===== src/rtl/fifo_pkg.sv =====
// fifo_pkg: shared types for the synchronous FIFO.
//   fifo_mode_e selects the read-side behaviour of sync_fifo:
//     FIFO_STD  - rd_data updates one cycle after an accepted read
//     FIFO_FWFT - head word is pre-loaded into an output register
package fifo_pkg;

  typedef enum logic {
    FIFO_STD  = 1'b0,
    FIFO_FWFT = 1'b1
  } fifo_mode_e;

endpackage


===== src/rtl/fifo_ram.sv =====
// fifo_ram: DATA_WIDTH x 2**ADDR_WIDTH storage, one write port and one
// synchronous read port on a single clock. Contents are not reset.
//   clk_i    clock
//   we_i     write enable, wdata_i stored at waddr_i
//   re_i     read enable, mem[raddr_i] captured into rdata_o
//   rdata_o  read data, holds its value while re_i is low
module fifo_ram #(
  parameter int DATA_WIDTH = 8,
  parameter int ADDR_WIDTH = 3
) (
  input  logic                  clk_i,
  input  logic                  we_i,
  input  logic [ADDR_WIDTH-1:0] waddr_i,
  input  logic [DATA_WIDTH-1:0] wdata_i,
  input  logic                  re_i,
  input  logic [ADDR_WIDTH-1:0] raddr_i,
  output logic [DATA_WIDTH-1:0] rdata_o
);

  localparam int DEPTH = 2 ** ADDR_WIDTH;

  logic [DATA_WIDTH-1:0] mem_q [DEPTH];
  logic [DATA_WIDTH-1:0] rdata_q;

  always_ff @(posedge clk_i) begin
    if (we_i) mem_q[waddr_i] <= wdata_i;
    if (re_i) rdata_q <= mem_q[raddr_i];
  end

  assign rdata_o = rdata_q;

endmodule


===== src/rtl/sync_fifo.sv =====
// sync_fifo: single-clock FIFO with registered flags and two read modes.
//   clk           clock, rising edge
//   async_rst     asynchronous active-high reset
//   write/wr_data write request and word, accepted iff !full
//   read          read (STD) / pop (FWFT) request, accepted iff !empty
//   af_thresh     almost_full when count >= af_thresh
//   ae_thresh     almost_empty when count <= ae_thresh
//   rd_data       read word
//   full/empty    registered occupancy flags
//   almost_full/almost_empty  registered threshold flags
//   count         words held, 0..DEPTH (includes the FWFT output register)
//   overflow/underflow  one-cycle pulse after a rejected write/read
module sync_fifo
  import fifo_pkg::*;
#(
  parameter int         DATA_WIDTH = 8,
  parameter int         ADDR_WIDTH = 3,
  parameter fifo_mode_e MODE       = FIFO_STD
) (
  input  logic                  clk,
  input  logic                  async_rst,
  input  logic                  write,
  input  logic [DATA_WIDTH-1:0] wr_data,
  input  logic                  read,
  input  logic [ADDR_WIDTH:0]   af_thresh,
  input  logic [ADDR_WIDTH:0]   ae_thresh,
  output logic [DATA_WIDTH-1:0] rd_data,
  output logic                  full,
  output logic                  empty,
  output logic                  almost_full,
  output logic                  almost_empty,
  output logic [ADDR_WIDTH:0]   count,
  output logic                  overflow,
  output logic                  underflow
);

  localparam logic [ADDR_WIDTH:0] DEPTH_C = (ADDR_WIDTH+1)'(2 ** ADDR_WIDTH);
  localparam logic [ADDR_WIDTH:0] ONE_C   = (ADDR_WIDTH+1)'(1);

  logic [ADDR_WIDTH:0]   wr_ptr_q, rd_ptr_q;
  logic [ADDR_WIDTH:0]   count_q, count_d;
  logic                  full_q, af_q, ae_q, ovf_q, unf_q;
  logic                  wr_acc, rd_acc, ram_re, storage_ne, empty_int;
  logic [DATA_WIDTH-1:0] ram_rdata;

  assign wr_acc     = write && !full_q;
  assign rd_acc     = read && !empty_int;
  // words still in the RAM array (not yet moved into a read stage)
  assign storage_ne = (rd_ptr_q != wr_ptr_q);

  always_comb begin
    count_d = count_q;
    if (wr_acc && !rd_acc)      count_d = count_q + ONE_C;
    else if (rd_acc && !wr_acc) count_d = count_q - ONE_C;
  end

  always_ff @(posedge clk or posedge async_rst) begin
    if (async_rst) begin
      wr_ptr_q <= '0;
      rd_ptr_q <= '0;
      count_q  <= '0;
      full_q   <= 1'b0;
      af_q     <= 1'b0;
      ae_q     <= 1'b1;
      ovf_q    <= 1'b0;
      unf_q    <= 1'b0;
    end else begin
      if (wr_acc) wr_ptr_q <= wr_ptr_q + ONE_C;
      if (ram_re) rd_ptr_q <= rd_ptr_q + ONE_C;
      count_q <= count_d;
      full_q  <= (count_d == DEPTH_C);
      af_q    <= (count_d >= af_thresh);
      ae_q    <= (count_d <= ae_thresh);
      ovf_q   <= write && full_q;
      unf_q   <= read && empty_int;
    end
  end

  fifo_ram #(
    .DATA_WIDTH (DATA_WIDTH),
    .ADDR_WIDTH (ADDR_WIDTH)
  ) u_ram (
    .clk_i   (clk),
    .we_i    (wr_acc),
    .waddr_i (wr_ptr_q[ADDR_WIDTH-1:0]),
    .wdata_i (wr_data),
    .re_i    (ram_re),
    .raddr_i (rd_ptr_q[ADDR_WIDTH-1:0]),
    .rdata_o (ram_rdata)
  );

  if (MODE == FIFO_STD) begin : g_std
    logic empty_q, loaded_q;

    // storage_ne always holds when rd_acc does; the RAM read stays
    // gated by the pointers themselves
    assign ram_re    = rd_acc && storage_ne;
    assign empty_int = empty_q;
    // RAM read data is not reset, so mask it until the first real read
    assign rd_data   = loaded_q ? ram_rdata : '0;

    always_ff @(posedge clk or posedge async_rst) begin
      if (async_rst) begin
        empty_q  <= 1'b1;
        loaded_q <= 1'b0;
      end else begin
        empty_q <= (count_d == '0);
        if (rd_acc) loaded_q <= 1'b1;
      end
    end
  end else begin : g_fwft
    // Two read stages follow the RAM array: the RAM read register (mid)
    // and the output register holding the head word. mid is refilled in
    // the same edge it hands its word to the output register, so a
    // sustained pop stream moves one word per cycle.
    logic                  out_valid_q, mid_valid_q, load_out;
    logic [DATA_WIDTH-1:0] out_q;

    assign load_out  = (!out_valid_q || rd_acc) && mid_valid_q;
    assign ram_re    = (!mid_valid_q || load_out) && storage_ne;
    assign empty_int = !out_valid_q;
    assign rd_data   = out_q;

    always_ff @(posedge clk or posedge async_rst) begin
      if (async_rst) begin
        out_valid_q <= 1'b0;
        mid_valid_q <= 1'b0;
        out_q       <= '0;
      end else begin
        if (load_out) begin
          out_q       <= ram_rdata;
          out_valid_q <= 1'b1;
        end else if (rd_acc) begin
          out_valid_q <= 1'b0;
        end
        if (ram_re)        mid_valid_q <= 1'b1;
        else if (load_out) mid_valid_q <= 1'b0;
      end
    end
  end

  assign full         = full_q;
  assign empty        = empty_int;
  assign almost_full  = af_q;
  assign almost_empty = ae_q;
  assign count        = count_q;
  assign overflow     = ovf_q;
  assign underflow    = unf_q;

endmodule


===== config.mk =====
export PLATFORM = sky130hd
export DESIGN_NAME = sync_fifo
export DESIGN_NICKNAME = d
export VERILOG_FILES = /design/src/rtl/fifo_pkg.sv /design/src/rtl/fifo_ram.sv /design/src/rtl/sync_fifo.sv
export SDC_FILE = /design/constraint.sdc
export NUM_CORES = 1
export LEC_CHECK = 0
export CORE_ASPECT_RATIO = 0.75
export CORE_MARGIN = 2
export CORE_UTILIZATION = 35
export CTS_CLUSTER_DIAMETER = 120
export DETAILED_ROUTE_END_ITERATION = 10
export GPL_TIMING_DRIVEN = 0
export RECOVER_POWER = 25
export SLEW_MARGIN = 15
export SYNTH_ARGS = -nofsm -noshare
export SYNTH_HDL_FRONTEND = slang
export SYNTH_SLANG_ARGS = --single-unit

===== constraint.sdc =====
create_clock -name clk -period 3.6 [get_ports clk]
set_input_delay 0.36 -clock clk [delete_from_list [all_inputs] [get_ports clk]]
set_output_delay 0.36 -clock clk [all_outputs]
set_load 0.01 [all_outputs]

==> metrics, run 1 <==
CTS Root Buffer Type sky130_fd_sc_hd__clkbuf_16; kind of start point of the critical path flip-flop; number of global-route vias before repair 2064; achievable frequency 0.366 GHz; total of max-cap violations 0; required time of the critical path 3.86 ns; number of register bits inferred by synthesis 91; most common cell after layout, fill and taps aside sky130_fd_sc_hd__edfxtp_1; antenna-violating nets left 0; count of yosys warnings during synthesis 0; routed wirelength normalized by instance count 17.3 um; count of final hold-check violations 0; worst setup timing slack at the placement stage 0.523 ns; netlist area before placement 3880 um2; critical path class reg -> reg; Vert. Die Dim 95.2 um; static leakage 0.00169 uW; clock latency of the later-clocked register in the worst-skew pair 0.33 ns; Total Die Area 12000 um2; sequential-to-total area share from yosys stat 0.680; result of the run finished, final reports clean; worst voltage drop across the vdd grid 0.000259 V; number of antenna violations at the first check in global routing 0; effective utilization at floorplan 0.357; count of cell types in the netlist 39; Clock Skew 0.00477 ns; minimum setup slack in the final design 0.866 ns; register area 2640 um2; maximum number of pins on one net before global-route repair 20; TritonCTS sink count 91; WP data arrival 2.99 ns; max-slew violation total from the final report 0; reg-to-reg critical path startpoint full$_DFF_PP0_; Via-to-Cell Ratio 4.94; share of the clock period used by the worst path after layout 0.759; estimated wirelength of the detail-placed design 4800 um; Worst slew margin 0.342; # Post-CTS Setup Buffers 0; top-area cell type share of the netlist area 0.557; H-Tree Level Count 3; Total Routing Usage GR 0.132; final total negative setup slack 0 ns; cts hold-fix bufs 0; via count of the routed design 2074; worst min-delay path category in -> async; wire length of the first global-routing pass 11600 um; most frequent cells in the layout sky130_fd_sc_hd__edfxtp_1 (72), sky130_fd_sc_hd__clkdlybuf4s50_1 (29), sky130_fd_sc_hd__dfrtp_1 (17); count of standard-cell rows 33; number of top-level pins 38; slew at the pin with the worst max-slew slack 0.983 ns; number of cell instances on the worst register-to-register path 9; layout filler cell count 969; total wire length after detailed routing 7250 um; number of cells produced by synthesis 226; Port Buffer Count 37; number of DRC markers after the initial detailed-route iteration 126; number of antenna cells inserted 0; largest fanout on the critical path 10; type of destination of the critical path flip-flop; cell types occupying the most area after synthesis sky130_fd_sc_hd__edfxtp_1 (56%), sky130_fd_sc_hd__dfrtp_1 (11%), sky130_fd_sc_hd__mux4_2 (9.3%); r2r endpoint almost_empty$_DFF_PP1_; layout cell share with drive strength beyond 1 0.204; setup-violating endpoint count in the final report 0; Finished Layout Cells 420; first-pass detailed-route iteration total 4; setup slack, reg-to-reg 0.87 ns; Core ar. 10900 um2; Syn Nets 258; final weighted congestion in routability-driven placement 0.765; CTS Buf Count 9; Inst Count DP 405; average instance area after synthesis 17.2 um2; most area-hungry cell type in the Yosys netlist sky130_fd_sc_hd__edfxtp_1; total grt overflow 0; floorplan die width 126 um; setup repair after global routing missed its margin false; Worst-path clk slew 0.06 ns; Layout Area Growth over Synthesis 22.4%; area taken by multi-input logic gates 1170 um2; DRC Markers 0; time the final worst path needs with I/O delays and setup 2.73 ns; clock tree from TritonCTS yes; PD cells 811 nW/um2; nets 308; cts repair resizes 0; maximum count of clock buffers along a single path 2
worst max-delay path: stages (launching register included):
cell and delay [ns]:
sky130_fd_sc_hd__dfrtp_1 0.44, sky130_fd_sc_hd__nand2b_1 0.20, sky130_fd_sc_hd__clkbuf_1 0.45, sky130_fd_sc_hd__nor2_1 0.12, sky130_fd_sc_hd__o31ai_1 0.49, sky130_fd_sc_hd__ha_1 0.34
sky130_fd_sc_hd__nor2b_1 0.13, sky130_fd_sc_hd__o21a_1 0.16, sky130_fd_sc_hd__o21a_1 0.16, sky130_fd_sc_hd__o21ai_0 0.16
registers in the layout, summed over array words and instances (netlist names):
signal,count
u_ram.mem_q,64
wr_ptr_q,4
g_std.loaded_q,1
empty,1
full,1
underflow,1
almost_empty,1
rd_ptr_q,4
overflow,1
almost_full,1
count,4
u_ram.rdata_o,8
Yosys cell counts:
cell	n
sky130_fd_sc_hd__nand2b_1	5
sky130_fd_sc_hd__and4bb_1	1
sky130_fd_sc_hd__o31ai_1	1
sky130_fd_sc_hd__o21ai_0	1
sky130_fd_sc_hd__nor2b_4	1
sky130_fd_sc_hd__mux4_2	16
sky130_fd_sc_hd__a211oi_2	1
sky130_fd_sc_hd__buf_2	1
sky130_fd_sc_hd__and2_2	1
sky130_fd_sc_hd__a21oi_1	1
sky130_fd_sc_hd__nor3_1	4
sky130_fd_sc_hd__mux2_2	9
sky130_fd_sc_hd__a41oi_2	1
sky130_fd_sc_hd__buf_6	1
sky130_fd_sc_hd__or4_1	3
sky130_fd_sc_hd__and3_1	1
sky130_fd_sc_hd__o21a_1	2
sky130_fd_sc_hd__inv_1	12
sky130_fd_sc_hd__nand3_1	2
sky130_fd_sc_hd__dfrtp_1	17
sky130_fd_sc_hd__buf_4	2
sky130_fd_sc_hd__xnor2_1	10
sky130_fd_sc_hd__nand2b_4	1
sky130_fd_sc_hd__o211ai_1	3
sky130_fd_sc_hd__xor2_1	2
sky130_fd_sc_hd__dfstp_2	2
sky130_fd_sc_hd__or2_1	1
sky130_fd_sc_hd__edfxtp_1	72
sky130_fd_sc_hd__nand4_1	4
sky130_fd_sc_hd__nor2_1	4
sky130_fd_sc_hd__and2_1	9
sky130_fd_sc_hd__or4_4	1
sky130_fd_sc_hd__nand2_1	9
sky130_fd_sc_hd__nor2b_1	2
sky130_fd_sc_hd__o211a_1	1
sky130_fd_sc_hd__ha_1	12
sky130_fd_sc_hd__clkbuf_1	5
sky130_fd_sc_hd__a21o_1	4
sky130_fd_sc_hd__nor4_1	1
power by group:
| group | switching [uW] | internal [uW] |
|---|---|---|
| Sequential | 112 | 1430 |
| Clock | 372 | 532 |
| Combinational | 690 | 719 |
| Total | 1170 | 2680 |
logic make-up after synthesis:
family,synth area share
mux,0.119
buf+inv,0.0245
compound gates,0.0319
fa+ha+maj,0.0387
simple gates,0.0784
flops,0.680
xor+xnor,0.0271
routing by layer:
layer | vias up | global-route usage | share of wire
met5 | - | 0 | 0
met4 | 0 | 0.0472 | 0.010
met1 | 1062 | 0.181 | 0.48
li1 | 967 | - | -
met3 | 8 | 0.0359 | 0.049
met2 | 37 | 0.206 | 0.46
final cells by class:
type                            count  share of cell area
Sequential cell                    91               0.556
Inverter                           12             0.00948
Multi-Input combinational cell    114               0.247
Timing Repair Buffer               39              0.0811
Tap cell                          140              0.0369
Clock buffer                       10              0.0482
Buffer                              9              0.0105
Clock inverter                      5              0.0116
how the worst max path moves through the flow:
stage | depth (start not counted) | to | startpoint | slack, ns
final | 9 | almost_empty$_DFF_PP1_ | full$_DFF_PP0_ | 0.87
after floorplan | 9 | almost_empty$_DFF_PP1_ | full$_DFF_PP0_ | 1.36
after global placement | 4 | u_ram.mem_q[0][2]$_DFFE_PP_ | write | 0.35
after CTS | 9 | almost_empty$_DFF_PP1_ | full$_DFF_PP0_ | 0.83
after detailed placement | 10 | almost_empty$_DFF_PP1_ | write | 0.52
after global routing | 9 | almost_empty$_DFF_PP1_ | full$_DFF_PP0_ | 0.62
through the flow:
step | util | hold WS, ns | cell area [um2] | power, uW
after global routing | 0.437 | 0.524 | 4750 | 4090
after global placement | 0.408 | 0.476 | 4430 | 2940
after CTS | 0.437 | 0.488 | 4750 | 3910
final | 0.437 | 0.461 | 4750 | 3850
after floorplan | - | 0.310 | 3880 | 2490
after detailed placement | 0.411 | 0.491 | 4470 | 3000
Note: power is estimated with default switching activity, not from simulation.
==> run 2, diff against run 1 <==
==> constraint.sdc (replaced) <==
create_clock -name clk -period 2.4 [get_ports clk]
set_input_delay 0.24 -clock clk [delete_from_list [all_inputs] [get_ports clk]]
set_output_delay 0.24 -clock clk [all_outputs]
set_load 0.01 [all_outputs]
==> run 2 against run 1 <==
Against the previous run:
- critical path depth unchanged
- non-clock buffer count up 3
- clock-buffer cell count stayed put
- via count decreased by 0.43%
- sequential power is 50% higher
- die area is the same
- worst setup slack got worse by 0.70 ns
- core utilization is 0.58 points higher
- first-iteration DRC count fell by 13%
- register-to-register slack got worse by 0.70 ns
- cell count grew 0.71%
- clock power grew 51%
- critical path type unchanged
- largest power group unchanged
==> metrics, run 2 (synthesis gave the netlist of run 1 again) <==
result of the run finished, final reports clean; estimated wirelength of the detail-placed design 4800 um; critical path class reg -> reg; Total Routing Usage GR 0.133; worst hold slack 0.341 ns; maximum count of clock buffers along a single path 2; clock latency of the later-clocked register in the worst-skew pair 0.33 ns; Layout Area Growth over Synthesis 24.1%; PD cells 1220 nW/um2; clock tree from TritonCTS yes; CTS Buf Count 9; slew at the pin with the worst max-slew slack 0.993 ns; Total Die Area 12000 um2; setup repair after global routing missed its margin false; max-slew violation total from the final report 0; Vert. Die Dim 95.2 um; Clock Skew 0.00527 ns; count of standard-cell rows 33; number of antenna cells inserted 0; setup-violating endpoint count in the final report 0; total grt overflow 0; antenna-violating nets left 0; final total negative setup slack 0 ns; number of top-level pins 38; Worst-path clk slew 0.06 ns; required time of the critical path 2.63 ns; Biggest register u_ram.mem_q; type of destination of the critical path flip-flop; first-pass detailed-route iteration total 4; CTS Root Buffer Type sky130_fd_sc_hd__clkbuf_16; time the final worst path needs with I/O delays and setup 2.23 ns; chain of cells forming the critical path inv_1, ha_1, inv_1, or4_1, nand4_1, buf_4, ha_1, a21o_1, a21o_1; layout cell share with drive strength beyond 1 0.233; wire length of the first global-routing pass 11600 um; effective utilization at floorplan 0.357; DRC Markers 0; count of buffer and inverter cells on the critical path 3; routed wirelength normalized by instance count 17.2 um; max FFs per register 64; Via-to-Cell Ratio 4.88; H-Tree Level Count 3; Worst path slowest cell sky130_fd_sc_hd__or4_1; via count of the routed design 2065; worst min-delay path category in -> async; total wire length after detailed routing 7290 um; number of DRC markers after the initial detailed-route iteration 110; gate family responsible for the most delay along the worst path simple AND/OR/NAND/NOR gates; largest fanout on the critical path 7; Worst path max stage delay 0.50 ns; most common cell after layout, fill and taps aside sky130_fd_sc_hd__edfxtp_1; final weighted congestion in routability-driven placement 0.765; maximum number of pins on one net before global-route repair 20; most frequent cells in the layout sky130_fd_sc_hd__edfxtp_1 (72), sky130_fd_sc_hd__clkdlybuf4s50_1 (30), sky130_fd_sc_hd__mux4_2 (16), sky130_fd_sc_hd__dfrtp_1 (16); nets 311; kind of start point of the critical path flip-flop; number of global-route vias before repair 2076; share of the clock period used by the worst path after layout 0.930; TritonCTS sink count 91; cts hold-fix bufs 0; floorplan die width 126 um; achievable frequency 0.448 GHz; Worst slew margin 0.336; number of antenna violations at the first check in global routing 0; count of final hold-check violations 0; Core ar. 10900 um2; WP data arrival 2.46 ns; total of max-cap violations 0; worst voltage drop across the vdd grid 0.000391 V; static leakage 0.00172 uW; Port Buffer Count 37
## run 2: through the flow
stage               setup WS (ns)  instance area, um2  instances   util  power (uW)
finish                      0.167                4810        423  0.443        5890
global route               0.0300                4810        423  0.443        6250
CTS                        0.0684                4780        421  0.440        5920
detailed placement         -0.557                4470        405  0.411        4490
global placement           -0.735                4430        403  0.408        4410
floorplan                   0.165                3880        226      -        3740
## run 2: path summary, 6_finish.rpt
kind | start | endpoint | slack [ns] | depth (start not counted)
min in group clk | wr_ptr_q[3]$_DFFE_PP0P_ | wr_ptr_q[3]$_DFFE_PP0P_ | 0.50 | 1
min reg2reg | wr_ptr_q[3]$_DFFE_PP0P_ | wr_ptr_q[3]$_DFFE_PP0P_ | 0.50 | 1
max in group asynchronous | async_rst | count[0]$_DFF_PP0_ | 1.54 | 2
max reg2reg | count[0]$_DFF_PP0_ | almost_full$_DFF_PP0_ | 0.17 | 9
max | count[0]$_DFF_PP0_ | almost_full$_DFF_PP0_ | 0.17 | 9
min | async_rst | underflow$_DFF_PP0_ | 0.34 | 2
## run 2: power by group
part	switching [uW]	internal, uW
registers	166	2140
clock network	559	797
logic	1080	1150
total	1800	4090
## run 2: repair_timing
action	4_1_cts	5_1_grt
pin swaps	1	1
setup endpoints to repair	2	1
buffers inserted	1	2
resized for setup	5	6
## run 2: per-layer routing
layer  GRT usage  vias to the layer above  routed length [um]
li1            -                      969                   -
met1       0.181                     1048                3530
met5           0                        -                   0
met3      0.0359                        8                 321
met4      0.0472                        0                  72
met2       0.206                       40                3360
## run 2: layout make-up
class                           instances  area (um2)
Fill cell                             960        6050
Sequential cell                        91        2640
Multi-Input combinational cell        114        1200
Timing Repair Buffer                   42         408
Clock buffer                           10         229
Tap cell                              140         175
Buffer                                  9        57.6
Clock inverter                          5        55.1
Inverter                               12        45.0
